**config.mk**
```make
export PLATFORM = sky130hd
export DESIGN_NAME = countdown_timer_flat
export DESIGN_NICKNAME = d
export VERILOG_FILES = /design/src/rtl/countdown_timer_if.sv /design/src/rtl/countdown_timer.sv /design/src/flat_wrapper.sv
export SDC_FILE = /design/constraint.sdc
export NUM_CORES = 1
export LEC_CHECK = 0
export CAP_MARGIN = 30
export CELL_PAD_IN_SITES_DETAIL_PLACEMENT = 2
export CELL_PAD_IN_SITES_GLOBAL_PLACEMENT = 2
export CORE_MARGIN = 10
export CORE_UTILIZATION = 23
export DETAILED_ROUTE_END_ITERATION = 8
export GPL_ROUTABILITY_DRIVEN = 0
export PLACE_DENSITY_LB_ADDON = 0.05
export REMOVE_ABC_BUFFERS = 1
export SYNTH_ARGS = -nofsm -noshare
export SYNTH_HDL_FRONTEND = slang
export SYNTH_SLANG_ARGS = --single-unit
```
**constraint.sdc**
```tcl
create_clock -name clk -period 2.1 [get_ports clk]
set_clock_uncertainty 0.2 [all_clocks]
set_input_delay 0.525 -clock clk [delete_from_list [all_inputs] [get_ports clk]]
set_output_delay 0.525 -clock clk [all_outputs]
set_load 0.01 [all_outputs]
```
**src/rtl/countdown_timer_if.sv**
```systemverilog
// rtl/countdown_timer_if.sv - load/count/status bundle for countdown_timer
interface countdown_timer_if #(
  parameter int WIDTH = 4
);
  logic             load;
  logic [WIDTH-1:0] d;
  logic             en;
  logic [WIDTH-1:0] q;
  logic             busy;
  logic             done;
  logic             zero;

  modport master (output load, d, en, input q, busy, done, zero);
  modport slave  (input load, d, en, output q, busy, done, zero);
endinterface

```
**src/rtl/countdown_timer.sv**
```systemverilog
// rtl/countdown_timer.sv - loadable down-counter with IDLE/RUN control and expiry pulse
module countdown_timer #(
  parameter int WIDTH       = 4,
  parameter int AUTO_RELOAD = 0
) (
  input  logic               clk,
  input  logic               reset,
  countdown_timer_if.slave   bus
);

  localparam logic [0:0] S_IDLE = 1'b0;
  localparam logic [0:0] S_RUN  = 1'b1;

  logic [0:0]       state_q, state_d;
  logic [WIDTH-1:0] cnt_q, cnt_d;
  logic [WIDTH-1:0] reload_q, reload_d;
  logic             done_q, done_d;

  always_comb begin
    state_d  = state_q;
    cnt_d    = cnt_q;
    reload_d = reload_q;
    done_d   = 1'b0;
    if (bus.load) begin
      // A load always wins over a same-edge expiry, so no pulse here.
      cnt_d    = bus.d;
      reload_d = bus.d;
      state_d  = (bus.d != '0) ? S_RUN : S_IDLE;
    end else if (state_q == S_RUN && bus.en) begin
      if (cnt_q == '0) begin
        state_d = S_IDLE;
      end else if (cnt_q == WIDTH'(1)) begin
        done_d = 1'b1;
        if (AUTO_RELOAD != 0) begin
          cnt_d = reload_q;
        end else begin
          cnt_d   = '0;
          state_d = S_IDLE;
        end
      end else begin
        cnt_d = cnt_q - WIDTH'(1);
      end
    end
  end

  // The companion ripple counter updates on the falling edge; stay aligned with it.
  always_ff @(negedge clk) begin
    if (reset) begin
      state_q  <= S_IDLE;
      cnt_q    <= '0;
      reload_q <= '0;
      done_q   <= 1'b0;
    end else begin
      state_q  <= state_d;
      cnt_q    <= cnt_d;
      reload_q <= reload_d;
      done_q   <= done_d;
    end
  end

  assign bus.q    = cnt_q;
  assign bus.busy = (state_q == S_RUN);
  assign bus.done = done_q;
  assign bus.zero = (cnt_q == '0);

endmodule

```
**src/flat_wrapper.sv**
```systemverilog
// flat-port wrapper written by rule: the top's interface ports become plain ports
module countdown_timer_flat 
#(
  parameter int WIDTH       = 4,
  parameter int AUTO_RELOAD = 0
)
  (clk, reset, bus_load, bus_d, bus_en, bus_q, bus_busy, bus_done, bus_zero);
  countdown_timer_if #(.WIDTH(WIDTH)) bus_i ();
  input  logic clk;
  input  logic reset;
  input wire logic [$bits(bus_i.load)-1:0] bus_load;
  input wire logic [$bits(bus_i.d)-1:0] bus_d;
  input wire logic [$bits(bus_i.en)-1:0] bus_en;
  output wire logic [$bits(bus_i.q)-1:0] bus_q;
  output wire logic [$bits(bus_i.busy)-1:0] bus_busy;
  output wire logic [$bits(bus_i.done)-1:0] bus_done;
  output wire logic [$bits(bus_i.zero)-1:0] bus_zero;
  assign bus_i.load = bus_load;
  assign bus_i.d = bus_d;
  assign bus_i.en = bus_en;
  assign bus_q = bus_i.q;
  assign bus_busy = bus_i.busy;
  assign bus_done = bus_i.done;
  assign bus_zero = bus_i.zero;
  countdown_timer #(.WIDTH(WIDTH), .AUTO_RELOAD(AUTO_RELOAD)) u_core (.clk(clk), .reset(reset), .bus(bus_i));
endmodule
```
# [Yosys cells after proc, flatten, opt, wreduce, memory -nomap -nowiden]
# Index checks and enable logic that the tools add are counted.
# Widths: inputs -> output; s select.
[word_totals] ff_bits=6 in_bits=8 out_inout_bits=7 elab_cells=25
[classes] n_addsub=1 n_eq_ne=2 mux=10 bitwise=1 reduce_logical=8
[ops] operator="$mux 4" count=4
[ops] operator="$mux 1" count=6
[ops] operator="$eq 4x1->1 const B" count=1
[ops] operator="$logic_not 4->1" count=1
[ops] operator="$reduce_and 2->1" count=2
[ops] operator="$reduce_bool 4->1" count=1
[ops] operator="$reduce_or 4->1" count=1
[ops] operator="$sub 4x1->4 const B" count=1
[ops] operator="$reduce_bool 3->1" count=1
[ops] operator="$ne 2x2->1 const B" count=1
[ops] operator="$reduce_bool 2->1" count=1
[ops] operator="$logic_and 1x1->1" count=1
[ops] operator="$not 1->1" count=1

# [Longest topological paths before layout]
[logic_depth] ltp_word=5 depth_mapped=6 ltp_nobuf=6

==> impl_metrics.toml <==
[floorplan]
start_util = 0.238
ios = 15
row_count = 15
die_y_um = 62.0
die-area_um2 = 3850
dieWidth_um = 62.0
fp.coreArea_um2 = 1710

[setup_path]
critPathTopFamily = "simple AND/OR/NAND/NOR gates"
r2r-end = "u_core.bus.q[0]"
path_class = "reg2out"
r2r_cells = 8
worstSetupEndpointType = "primary output"
critPathMaxStageDelay_ns = 0.39
r2r-start = "u_core.bus.q[1]"
crit_fanout = 2
crit_path_start_kind = "flop"
worstPathArrival_ns = 2.46
crit_chain = "inv_2, ha_4, or3b_4, clkinv_4, buf_6"
cp-startpoint = "u_core.bus.q[0]"
critPathSlowestCell = "or3b_4"
required_ns = 1.37
path_buf_inv = 3
regToRegSetupSlack_ns = 0.14

[grt]
grt_pass1_vias = 701
grt_use_total = 0.128
grt_pass1_wl_um = 3520
gr-total-overflow = 0
antenna_found_initial = 0
grt_max_degree = 9

[worst_hold_path]
hp-class = "reg2reg"
holdPathEnd = "u_core.bus.busy"
holdPathStages = 3
hold_start = "u_core.bus.busy"

[clock_network]
clk_latency_ns = 0.34
clockRootBuffer = "clkbuf_4"
cts_sinks = 6
cts_hold_buf = 0
cts_max_level = 1
tritoncts = "built"
cts_buffers = 3
cts.path.max_buffers = 2
clkSlewWorstSetupHoldPaths_ns = 0.06

[power]
pwr-share-seq = 0.243
power.density_nw_per_um2 = 551
clkPwrFrac = 0.367
switchingPower_mw = 0.206
combPwrFrac = 0.390
peakVddDrop_mv = 0.389
swShare = 0.394
power.internal_mw = 0.317
p_leak_nw = 0.448

[timing]
setup_violations = 12
worst_pin_slew_ns = 0.271
setup_slack_ns = -1.08
rsz0062_at_grt = "true"
drv_slew = 0
hold_violations = 0
maxSlewHeadroom = 0.818

[placement]
pre_cts_ws_ns = -1.21
hpwl_um = 1260
numPortBuffers = 14
numPlacedInstances = 99

[synthesis]
synth_cell_types = 29
async_flop_share = 0
synthFlopType = "dfxtp_1"
synth_area_leaders = "dfxtp_1, ha_1, or3b_2"
ys.warnings.count = 0
synth_area_um2 = 407
avgSynthCellArea_um2 = 8.65
synthesis.instances = 47
yosysTopAreaCell = "dfxtp_1"
synth_edf_count = 0
yosysSeqAreaShare = 0.295
synth_top_area_frac = 0.295
ys_ff_latch = 6

[routing]
ant_nets = 0
viasPerCell = 4.73
drc = 0
dr.pass1.iters = 3
wirelength_um = 2260
drtIter0Drc = 4
wire_per_inst_um = 19.0
num_vias = 563

[layout]
fin_nets = 107
stdcell_count = 119
syn_to_final_growth_pct = 134
antenna-diode-count = 0
drive_above_1_share = 0.713

[outcome]
status = "finished with violations"
violations = "negative setup slack"

[run]
maxCapViolCount = 0
logic make-up after synthesis:
family | synth area share
flip-flops | 0.295
AND/OR/NAND/NOR | 0.308
adder cells (fa/ha/maj) | 0.0923
AO/OA/AOI/OAI | 0.191
multiplexers | 0.0246
XOR/XNOR | 0.0215
buffers and inverters | 0.0677
what timing repair did:
action	in CTS	in global routing
setup endpoints to repair	13	12
hold endpoints to repair	0	0
setup buffers	8	5
gates resized for setup	82	11
pin swaps	14	3
cell usage after synthesis (all sizes together), types with 2 or more instances:
library cell / number
nand2: 3
a31oi: 2
nor2: 3
nor3: 2
nand3b: 2
dfxtp: 6
inv: 4
o21ai: 2
ha: 3
or3b: 3
area by class of cell:
cell class	count	area (µm²)
Clock buffer	3	22.5
Multi-Input combinational cell	35	363
Sequential cell	6	128
Timing Repair Buffer	40	363
Inverter	4	20.0
Clock inverter	6	22.5
Fill cell	164	758
Tap cell	25	31.3
routing by layer:
layer / vias up / routed length [µm] / track usage
li1: 268 / - / -
met1: 271 / 998 / 0.142
met2: 18 / 1110 / 0.208
met3: 6 / 107 / 0.0427
met4: 0 / 48 / 0.0732
met5: - / 0 / 0
cell usage in the layout, fill, tap and decap left out, drive strengths merged, types with 2 or more instances in the layout:
cell type / synthesis / final
nor2: 3 / 3
ha: 3 / 3
nand3b: 2 / 2
nor3: 2 / 2
dfxtp: 6 / 6
inv: 4 / 9
buf: 0 / 37
o21ai: 2 / 2
clkbuf: 1 / 3
nand2: 3 / 3
or3b: 3 / 3
dlygate4sd2: 0 / 3
a31oi: 2 / 2
worst max path at each step:
stage	to	slack [ns]	cells after the start
4_1_cts	bus_zero	-1.06	5
3_3_place_gp	bus_zero	-1.18	5
3_5_place_dp	bus_zero	-1.21	5
5_1_grt	bus_zero	-1.13	5
6_report	bus_zero	-1.08	5
2_1_floorplan	bus_zero	-0.78	4
registers in the layout (all words and copies together), names as in the netlist:
| signal | flops |
|---|---|
| u_core.bus.done | 1 |
| u_core.bus.busy | 1 |
| u_core.bus.q | 4 |
metrics by stage:
step / setup TNS, ns / cell area [µm²] / utilization / hold slack, ns / power [mW]
global route: -5.24 / 950 / 0.556 / 0.516 / 0.556
floorplan: -2.67 / 403 / - / 0.333 / 0.205
global placement: -10.14 / 679 / 0.398 / 0.438 / 0.281
detailed placement: -10.16 / 679 / 0.398 / 0.443 / 0.284
finish: -4.91 / 950 / 0.556 / 0.470 / 0.524
CTS: -4.86 / 867 / 0.508 / 0.465 / 0.486
power by group through the flow:
stage	sequential, mW	clock (mW)	combinational [mW]
floorplan	0.133	0.0207	0.0507
global placement	0.127	0.0207	0.134
detailed placement	0.127	0.0207	0.136
CTS	0.128	0.182	0.176
global route	0.128	0.209	0.220
finish	0.127	0.192	0.204
worst register-to-register path, cell delays in order, from the launching register on:
cell and delay [ns]:
dfxtp_2 0.31, inv_2 0.08, buf_4 0.11, buf_4 0.09, buf_4 0.10, ha_1 0.17
or3b_2 0.51, nand4b_1 0.15, a311oi_2 0.12
Power figures use the tool's default switching activity.
